### src/rtl/hazard_ctrl_pkg.sv
// Purpose: shared types and constants for the pipeline hazard controller.
// Latency: n/a (types, constants and a pure combinational helper only).
// Backpressure: n/a.
package hazard_ctrl_pkg;

    localparam int REG_IDX_W = 5;
    localparam int CNT_W_DEF = 32;

    typedef enum logic [0:0] {
        ST_RUN      = 1'b0,
        ST_MEM_WAIT = 1'b1
    } hz_state_t;

    // Bundle of every stage-register control line, MSB first as listed.
    typedef struct packed {
        logic stall_pc;
        logic stall_if_id;
        logic stall_id_ex;
        logic stall_ex_mem;
        logic flush_if_id;
        logic flush_id_ex;
        logic flush_mem_wb;
    } hz_ctrl_t;

    localparam hz_ctrl_t CTRL_NONE = '0;

    // Freeze everything upstream of MEM and feed bubbles into WB.
    localparam hz_ctrl_t CTRL_MEM_WAIT = '{
        stall_pc: 1'b1, stall_if_id: 1'b1, stall_id_ex: 1'b1, stall_ex_mem: 1'b1,
        flush_if_id: 1'b0, flush_id_ex: 1'b0, flush_mem_wb: 1'b1
    };

    // Squash the two younger instructions; PC is free to load the target.
    localparam hz_ctrl_t CTRL_REDIRECT = '{
        stall_pc: 1'b0, stall_if_id: 1'b0, stall_id_ex: 1'b0, stall_ex_mem: 1'b0,
        flush_if_id: 1'b1, flush_id_ex: 1'b1, flush_mem_wb: 1'b0
    };

    // Hold fetch/decode one cycle and push a bubble into EX.
    localparam hz_ctrl_t CTRL_LOAD_USE = '{
        stall_pc: 1'b1, stall_if_id: 1'b1, stall_id_ex: 1'b0, stall_ex_mem: 1'b0,
        flush_if_id: 1'b0, flush_id_ex: 1'b1, flush_mem_wb: 1'b0
    };

    // True when the ID instruction reads a register a load in EX is about to write.
    // x0 is never a hazard because it is hard-wired to zero.
    function automatic logic load_use_hit(
        input logic                 ex_mem_read,
        input logic [REG_IDX_W-1:0] ex_rd,
        input logic [REG_IDX_W-1:0] id_rs1,
        input logic [REG_IDX_W-1:0] id_rs2,
        input logic                 id_uses_rs1,
        input logic                 id_uses_rs2
    );
        logic rs1_hit;
        logic rs2_hit;
        rs1_hit = id_uses_rs1 && (id_rs1 == ex_rd);
        rs2_hit = id_uses_rs2 && (id_rs2 == ex_rd);
        return ex_mem_read && (ex_rd != '0) && (rs1_hit || rs2_hit);
    endfunction

endpackage

### src/rtl/hazard_ctrl_sat_counter.sv
// Purpose: up-counter that sticks at all-ones instead of wrapping.
// Latency: count updates on the clock edge after i_inc; clear wins over increment.
// Backpressure: none; i_inc is sampled every cycle.
module hazard_ctrl_sat_counter #(
    parameter int W = 32
) (
    input  logic         i_clk,
    input  logic         i_rst_n,
    input  logic         i_clr,
    input  logic         i_inc,
    output logic [W-1:0] o_cnt
);

    logic [W-1:0] r_cnt;
    logic         w_full;

    assign w_full = &r_cnt;
    assign o_cnt  = r_cnt;

    // Count qualified events, holding at the maximum value once reached.
    always_ff @(posedge i_clk or negedge i_rst_n) begin
        if (!i_rst_n) begin
            r_cnt <= '0;
        end else if (i_clr) begin
            r_cnt <= '0;
        end else if (i_inc && !w_full) begin
            r_cnt <= r_cnt + W'(1);
        end
    end

endmodule

### src/rtl/hazard_ctrl.sv
// Purpose: stall/flush generation for a 5-stage pipeline (mem wait > redirect > load-use).
// Latency: control outputs are combinational in the cycle the condition is seen.
// Backpressure: a data-memory wait freezes PC..EX/MEM until dmem_ready or watchdog expiry.
module hazard_ctrl
    import hazard_ctrl_pkg::*;
#(
    parameter int MEM_TIMEOUT = 16,
    parameter int CNT_W       = CNT_W_DEF
) (
    input  logic                 i_clk,
    input  logic                 i_rst,
    input  logic [REG_IDX_W-1:0] i_id_rs1,
    input  logic [REG_IDX_W-1:0] i_id_rs2,
    input  logic                 i_id_uses_rs1,
    input  logic                 i_id_uses_rs2,
    input  logic [REG_IDX_W-1:0] i_ex_rd,
    input  logic                 i_ex_mem_read,
    input  logic                 i_ex_redirect,
    input  logic                 i_mem_req,
    input  logic                 i_dmem_ready,
    output logic                 o_stall_pc,
    output logic                 o_stall_if_id,
    output logic                 o_stall_id_ex,
    output logic                 o_stall_ex_mem,
    output logic                 o_flush_if_id,
    output logic                 o_flush_id_ex,
    output logic                 o_flush_mem_wb,
    output logic                 o_mem_err,
    output logic [CNT_W-1:0]     o_stall_cycles,
    output logic [CNT_W-1:0]     o_redirect_cnt
);

    // Wait counter must be able to hold MEM_TIMEOUT itself.
    localparam int                WAIT_W     = $clog2(MEM_TIMEOUT + 1);
    localparam logic [WAIT_W-1:0] WAIT_LIMIT = WAIT_W'(MEM_TIMEOUT);

    hz_state_t         r_state;
    logic [WAIT_W-1:0] r_wait_cnt;
    logic              r_mem_err;

    logic     w_in_wait;
    logic     w_wait_start;
    logic     w_timeout;
    logic     w_wait_hold;
    logic     w_mem_stall;
    logic     w_redirect;
    logic     w_load_use;
    hz_ctrl_t w_ctrl;
    hz_ctrl_t w_ctrl_gated;

    assign w_in_wait    = (r_state == ST_MEM_WAIT);
    assign w_wait_start = !w_in_wait && i_mem_req && !i_dmem_ready;
    // Watchdog expiry releases the pipeline in the same cycle it fires.
    assign w_timeout    = w_in_wait && !i_dmem_ready && (r_wait_cnt == WAIT_LIMIT);
    assign w_wait_hold  = w_in_wait && !i_dmem_ready && !w_timeout;
    assign w_mem_stall  = w_wait_start || w_wait_hold;

    // While memory stalls, redirect/load-use inputs sit in frozen registers and
    // are simply re-evaluated once the wait releases.
    assign w_redirect = !w_mem_stall && i_ex_redirect;
    assign w_load_use = !w_mem_stall && !i_ex_redirect &&
                        load_use_hit(i_ex_mem_read, i_ex_rd, i_id_rs1, i_id_rs2,
                                     i_id_uses_rs1, i_id_uses_rs2);

    // Priority select of the stage-register control pattern.
    always_comb begin
        w_ctrl = CTRL_NONE;
        if (w_mem_stall) begin
            w_ctrl = CTRL_MEM_WAIT;
        end else if (w_redirect) begin
            w_ctrl = CTRL_REDIRECT;
        end else if (w_load_use) begin
            w_ctrl = CTRL_LOAD_USE;
        end
    end

    // Outputs are combinational, so force them low while reset is held.
    assign w_ctrl_gated = i_rst ? w_ctrl : CTRL_NONE;

    assign o_stall_pc     = w_ctrl_gated.stall_pc;
    assign o_stall_if_id  = w_ctrl_gated.stall_if_id;
    assign o_stall_id_ex  = w_ctrl_gated.stall_id_ex;
    assign o_stall_ex_mem = w_ctrl_gated.stall_ex_mem;
    assign o_flush_if_id  = w_ctrl_gated.flush_if_id;
    assign o_flush_id_ex  = w_ctrl_gated.flush_id_ex;
    assign o_flush_mem_wb = w_ctrl_gated.flush_mem_wb;
    assign o_mem_err      = r_mem_err;

    // Memory-wait FSM with wait counter and sticky watchdog flag.
    always_ff @(posedge i_clk or negedge i_rst) begin
        if (!i_rst) begin
            r_state    <= ST_RUN;
            r_wait_cnt <= '0;
            r_mem_err  <= 1'b0;
        end else begin
            case (r_state)
                ST_RUN: begin
                    if (w_wait_start) begin
                        r_state    <= ST_MEM_WAIT;
                        r_wait_cnt <= WAIT_W'(1);
                    end
                end
                ST_MEM_WAIT: begin
                    if (i_dmem_ready) begin
                        r_state    <= ST_RUN;
                        r_wait_cnt <= '0;
                    end else if (w_timeout) begin
                        r_state    <= ST_RUN;
                        r_wait_cnt <= '0;
                        r_mem_err  <= 1'b1;
                    end else begin
                        r_wait_cnt <= r_wait_cnt + WAIT_W'(1);
                    end
                end
                default: begin
                    r_state    <= ST_RUN;
                    r_wait_cnt <= '0;
                end
            endcase
        end
    end

    hazard_ctrl_sat_counter #(
        .W (CNT_W)
    ) u_stall_cnt (
        .i_clk   (i_clk),
        .i_rst_n (i_rst),
        .i_clr   (1'b0),
        .i_inc   (w_ctrl_gated.stall_pc),
        .o_cnt   (o_stall_cycles)
    );

    hazard_ctrl_sat_counter #(
        .W (CNT_W)
    ) u_redirect_cnt (
        .i_clk   (i_clk),
        .i_rst_n (i_rst),
        .i_clr   (1'b0),
        .i_inc   (w_redirect),
        .o_cnt   (o_redirect_cnt)
    );

endmodule
### config.mk
export PLATFORM = sky130hd
export DESIGN_NAME = hazard_ctrl
export DESIGN_NICKNAME = d
export VERILOG_FILES = /design/src/rtl/hazard_ctrl_pkg.sv /design/src/rtl/hazard_ctrl_sat_counter.sv /design/src/rtl/hazard_ctrl.sv
export SDC_FILE = /design/constraint.sdc
export NUM_CORES = 1
export LEC_CHECK = 0
export CORE_ASPECT_RATIO = 2
export CORE_MARGIN = 2
export CORE_UTILIZATION = 45
export CTS_BUF_LIST = sky130_fd_sc_hd__clkbuf_4 sky130_fd_sc_hd__clkbuf_8
export CTS_CLUSTER_DIAMETER = 100
export DETAILED_ROUTE_END_ITERATION = 10
export PLACE_DENSITY = 0.75
export RECOVER_POWER = 100
export SYNTH_ARGS = -nofsm -noshare
export SYNTH_HDL_FRONTEND = slang
export SYNTH_SLANG_ARGS = --single-unit
export TNS_END_PERCENT = 5
### constraint.sdc
create_clock -name i_clk -period 3.8 [get_ports i_clk]
set_input_delay 0.57 -clock i_clk [delete_from_list [all_inputs] [get_ports i_clk]]
set_output_delay 0.57 -clock i_clk [all_outputs]
set_load 0.1 [all_outputs]
======== Yosys cells after proc, flatten, opt, wreduce, memory -nomap -nowiden ========
Cells that the tools add are included.
word-level totals
  register bits after elaboration ......... 71
  input bits .............................. 23
  output and inout port bits .............. 72
  word-level logic and storage cells ...... 53
operators by class
  add/sub/neg operators ................... 3
  equal/unequal tests ..................... 4
  multiplexer cells ....................... 12
  bitwise operators ....................... 2
  reductions and logical operators ........ 27
operator list
  cell                     number
  $add A32 B1 Y32 const B  2
  $reduce_and A32 Y1       2
  $mux W7                  4
  $mux W5                  3
  $logic_and A1 B1 Y1      14
  $eq A5 B5 Y1             2
  $pmux W5 S2              1
  $logic_not A1 Y1         7
  $add A5 B1 Y5 const B    1
  $eq A5 B5 Y1 const B     1
  $reduce_bool A5 Y1       1
  $mux W1                  3
  $reduce_and A3 Y1        1
  $logic_or A1 B1 Y1       2
  $ne A2 B2 Y1 const B     1
  $not A1 Y1               2
  $pmux W1 S2              1

======== Longest topological paths before layout ========
  depth in word-level cells ............... 14
  gate-level depth with buffers ........... 9

======== By module ========
A second synthesis with hierarchy kept.
second synthesis, totals
  cell total of the unflattened synthesis .. 442
  area, all modules ....................... 4331.7 um^2
modules (own cells, without submodules)
  module                   times used  cells each  area an instance (um^2)
  hazard_ctrl_sat_counter  2           190         1865.5
  hazard_ctrl              1           62          600.6

======== Worst setup path before layout ========
No wires, ideal clock.
  kind .................................... input -> output
  start ................................... in i_dmem_ready
  end ..................................... out o_stall_pc
  arrival ................................. 4120 ps
  data required time ...................... 3230 ps
  slack ................................... -890 ps
  cell stages on the path ................. 7
  path buffers ............................ 2
  cell sequence ........................... or3b_2 -> a21boi_0 -> nor2b_1 -> a31oi_1 -> clkbuf_1 -> inv_1 -> buf_4
between the ends
  longest elaborated chain between the ends .. 13
  elaborated cells on any way between the ends .. 15
ends and longest elaborated chain
  element                           RTL line                                                 text
  start: declaration                hazard_ctrl.sv:20                                        input logic i_dmem_ready,
  $logic_not A1 Y1 (*)              hazard_ctrl.sv:52, hazard_ctrl.sv:54, hazard_ctrl.sv:55
  $logic_and A1 B1 Y1               hazard_ctrl.sv:54, hazard_ctrl.sv:55
  $logic_and A1 B1 Y1               hazard_ctrl.sv:54                                        assign w_timeout = w_in_wait && !i_dmem_ready && (r_wait_cnt == WAIT_LIMIT);
  $logic_not A1 Y1                  hazard_ctrl.sv:55                                        assign w_wait_hold = w_in_wait && !i_dmem_ready && !w_timeout;
  $logic_and A1 B1 Y1               hazard_ctrl.sv:55
  $logic_or A1 B1 Y1 (*)            hazard_ctrl.sv:56                                        assign w_mem_stall = w_wait_start || w_wait_hold;
  $logic_not A1 Y1                  hazard_ctrl.sv:60, hazard_ctrl.sv:61
  $logic_and A1 B1 Y1 (2 in a row)  hazard_ctrl.sv:61                                        assign w_load_use = !w_mem_stall && !i_ex_redirect &&
  $mux W7                           hazard_ctrl.sv:72                                        end else if (w_load_use) begin
  $mux W7                           hazard_ctrl.sv:70                                        end else if (w_redirect) begin
  $mux W7 (*)                       hazard_ctrl.sv:68                                        if (w_mem_stall) begin
  $mux W7 (*)                       hazard_ctrl.sv:78                                        assign w_ctrl_gated = i_rst ? w_ctrl : CTRL_NONE;
  end: declaration                  hazard_ctrl.sv:21                                        output logic o_stall_pc,
Every way passes the cells marked *; elsewhere a longest branch is shown, timed or not.

======== Worst setup path in the final report ========
  start ................................... in i_ex_rd[0]
  end ..................................... out o_stall_pc
between the ends
  longest elaborated chain between the ends .. 9
  elaborated cells on any way between the ends .. 13
ends and longest elaborated chain
  element                                 RTL line                                      text
  start: declaration                      hazard_ctrl.sv:16                             input logic [REG_IDX_W-1:0] i_ex_rd,
  $eq A5 B5 Y1 (on tied branches)         hazard_ctrl_pkg.sv:57, hazard_ctrl_pkg.sv:58
  $logic_and A1 B1 Y1 (on tied branches)  hazard_ctrl_pkg.sv:57, hazard_ctrl_pkg.sv:58
  $logic_or A1 B1 Y1                      hazard_ctrl_pkg.sv:59                         return ex_mem_read && (ex_rd != '0) && (rs1_hit || rs2_hit);
  $logic_and A1 B1 Y1 (*)                 hazard_ctrl_pkg.sv:59
  $logic_and A1 B1 Y1 (*)                 hazard_ctrl.sv:61
  $mux W7 (*)                             hazard_ctrl.sv:72
  $mux W7 (*)                             hazard_ctrl.sv:70
  $mux W7 (*)                             hazard_ctrl.sv:68
  $mux W7 (*)                             hazard_ctrl.sv:78
Marks and branches as above.

==> impl_metrics.tcl <==
set metrics [dict create \
    avgRoutedWirePerCell_um 16.8 \
    fillers 651 \
    power_density_nw_per_um2 511 \
    yosysSeqAreaShare 0.491 \
    setup_viol 0 \
    grt_max_degree 50 \
    synth_top_area_cell "dfrtp_1" \
    cp-start-kind "input port" \
    tightest_slew_ns 1.77 \
    syn-cell-area_um2 3620 \
    critPathBufInv 3 \
    ys_warn_count 0 \
    maxCapViolCount 1 \
    placed_cell_area_um2 4690 \
    cp-end-kind "primary output" \
    syn_inst 348 \
    worstPathArrival_ns 2.91 \
    grt_pass1_wl_um 15100 \
    yosysMostFrequentCell "dfrtp_1" \
    place_worst_setup_slack_ns 0.160 \
    cts-root-buf "clkbuf_8" \
    path_class "input port to primary output" \
    drt_iter0_markers 188 \
    wl_um 9170 \
    outcome "finished, violations left" \
    drive_above_1_share 0.0754 \
    initial_core_util 0.459 \
    worst-path-max-fanout 11 \
    gr-max-usage-layer "met2" \
    cts_tree "done" \
    rows 46 \
    yosys-top-cells-area "dfrtp_1, xnor2_1, xor2_1, nand3_1, nand2_1" \
    antenna_found_initial 0 \
    use_met3 0.0574 \
    synth-edff-count 0 \
    io_pins 95 \
    port-buffer-count 94 \
    synth_common_cells "dfrtp_1, xnor2_1, xor2_1" \
    rsz0062_at_grt "no" \
    syn_nets 375 \
    drcViolationCount 0 \
    die_area_um2 8820 \
    syn_to_final_growth_pct 34.9 \
    via_count 3041 \
    grt.met1_usage 0.245 \
    numCtsBuffers 9 \
    die_w_um 67.4 \
    fin_ws_ns 0.321 \
    slew_headroom -0.179 \
    ys_types 45 \
    syn_avg_cell_area_um2 10.4 \
    crit_slowest_cell "dlygate4sd3_1" \
    irDropWorstVdd_uv 562 \
    grt_usage 0.230 \
    synth_ff_type "dfrtp_1" \
    cts_setup_buffers 0 \
    cp.depth 7 \
    r2r-end "u_stall_cnt.o_cnt[1]$_DFFE_PN0P_" \
    synth_top_cell_area_share 0.491 \
    fin_skew_ns 0.0116 \
    power.leakage_nw 2.34 \
    fin_util 0.619 \
    timing.setup.tns_ns 0 \
    path_clk_slew_ns 0.07 \
    power_mw 2.50 \
    period_share 0.916 \
    htree_levels 3 \
    max_stage_delay_ns 0.60 \
    ys_seq_elements 71 \
    clk_latency_ns 0.36 \
    hold_violations 0 \
    nNetsFinal 473 \
    diodes 0 \
    dp_hpwl_um 6940 \
    grt_pass1_vias 3122 \
    fin_area_um2 4880 \
    fp.coreArea_um2 7890 \
    critical_path_required_ns 3.23 \
    cts_sinks 71 \
    crit_end "o_stall_pc" \
    path_delay_family "buffers and inverters" \
    grt_overflow 0 \
    period_minus_slack_ns 3.48 \
    met2_usage 0.411 \
    startpoint "i_ex_rd[0]" \
    place.gp.congestion 0.826 \
    vias_per_cell 5.56 \
    final-max-slew-violation-count 32 \
    async_flop_share 1.00 \
    antenna_left 0 \
    max_freq_ghz 0.287 \
    path_cells "dlygate4sd3_1, or4_1, nor2_1, nor3b_1, a31oi_2, inv_1, buf_12" \
    first_pass_iters 4 \
    timing.rr.start "r_wait_cnt[0]$_DFFE_PN0P_" \
    worst-r2r-setup-slack_ns 0.65 \
    die_h_um 131 \
    cts.path.max_buffers 2 \
    violations "max-capacitance violations, max-slew violations" \
    reg2regPathDepth 10 \
    worstHoldPathType "input port to asynchronous set/reset pin" \
]
[timing repair]
item                                    4_1_cts  5_1_grt
endpoints found under the setup margin        0        2
hold buffers                                  0        0
gates resized for setup                       0        1
[layout make-up]
class	instances	area [um^2]	area share
clock inverters	6	108	0.0220
inverters	4	15.0	0.00308
clock buffers	10	138	0.0282
repair buffers	97	945	0.193
well taps	96	120	0.0246
flip-flops and latches	71	1780	0.364
multi-input cells	263	1780	0.365
[power breakdown]
| part | leakage, nW | total (mW) | switching, mW | internal (mW) |
|---|---|---|---|---|
| logic | 1.25 | 0.832 | 0.639 | 0.193 |
| clock network | 0.122 | 0.744 | 0.292 | 0.451 |
| registers | 0.965 | 0.920 | 0.0969 | 0.823 |
[stage by stage]
step	hold WS (ns)	cells
global placement	0.472	531
CTS	0.237	547
floorplan	0.274	348
detailed placement	0.483	531
global route	0.263	547
finish	0.217	547
[worst reg2reg max path: stages (launching register included)]
cell and delay, ns:
dfrtp_1 0.42, inv_1 0.09, ha_1 0.15, nand4bb_1 0.12
a21boi_0 0.41, clkbuf_1 0.30, inv_1 0.10, a21oi_1 0.13
clkbuf_1 0.75, nor2_1 0.21, mux2_4 0.35
[worst min path at each step]
stage	start	end	slack, ns	depth (start not counted)
floorplan	i_rst	o_mem_err$_DFFE_PN0P_	0.27	0
global placement	u_stall_cnt.o_cnt[18]$_DFFE_PN0P_	u_stall_cnt.o_cnt[18]$_DFFE_PN0P_	0.47	1
detailed placement	u_stall_cnt.o_cnt[22]$_DFFE_PN0P_	u_stall_cnt.o_cnt[22]$_DFFE_PN0P_	0.48	1
CTS	i_rst	u_redirect_cnt.o_cnt[12]$_DFFE_PN0P_	0.24	1
global route	i_rst	u_stall_cnt.o_cnt[15]$_DFFE_PN0P_	0.26	1
finish	i_rst	u_stall_cnt.o_cnt[17]$_DFFE_PN0P_	0.22	1
[sequential cells by signal (all words and copies together) (netlist names)]
name,cells
u_redirect_cnt.o_cnt,32
r_state,1
u_stall_cnt.o_cnt,32
o_mem_err,1
r_wait_cnt,5
[cell usage in the layout (no fill, tap or decap), drive strengths merged, types with 2 or more instances in the layout]
master | Yosys | layout
clkdlybuf4s50 | 0 | 19
inv | 4 | 4
a21oi | 3 | 3
dlygate4sd3 | 0 | 67
mux2 | 2 | 2
clkbuf | 6 | 18
nand3 | 27 | 27
ha | 4 | 4
xor2 | 37 | 37
o2111ai | 2 | 2
nor3b | 6 | 6
a31oi | 3 | 3
nand4 | 14 | 14
xnor2 | 37 | 37
and4 | 6 | 6
o21ai | 5 | 5
dfrtp | 71 | 71
nor2b | 5 | 5
o22ai | 2 | 2
nand2 | 35 | 35
bufinv | 0 | 3
nor2 | 17 | 17
nor3 | 17 | 17
and3 | 11 | 11
or4 | 2 | 2
clkinv | 0 | 2
nor4 | 7 | 7
buf | 4 | 3
nor4b | 2 | 2
and2 | 5 | 5
nor4bb | 2 | 2
or3 | 2 | 2
[metal layers]
metal / wire, um / part of all wire
met5: 0 / 0
met4: 306 / 0.033
met3: 387 / 0.042
met2: 5140 / 0.56
met1: 3330 / 0.36
[logic make-up after synthesis]
family / Yosys count / share of synthesized area
and+or+nand+nor: 164 / 0.251
xor gates and xnor gates: 74 / 0.179
DFF: 71 / 0.491
AOI/OAI and AO/OA: 19 / 0.0394
buffers and inverters: 14 / 0.0190
adders and majority gates: 4 / 0.0138
muxes: 2 / 0.00726
Note: power is estimated with default switching activity, not from simulation.
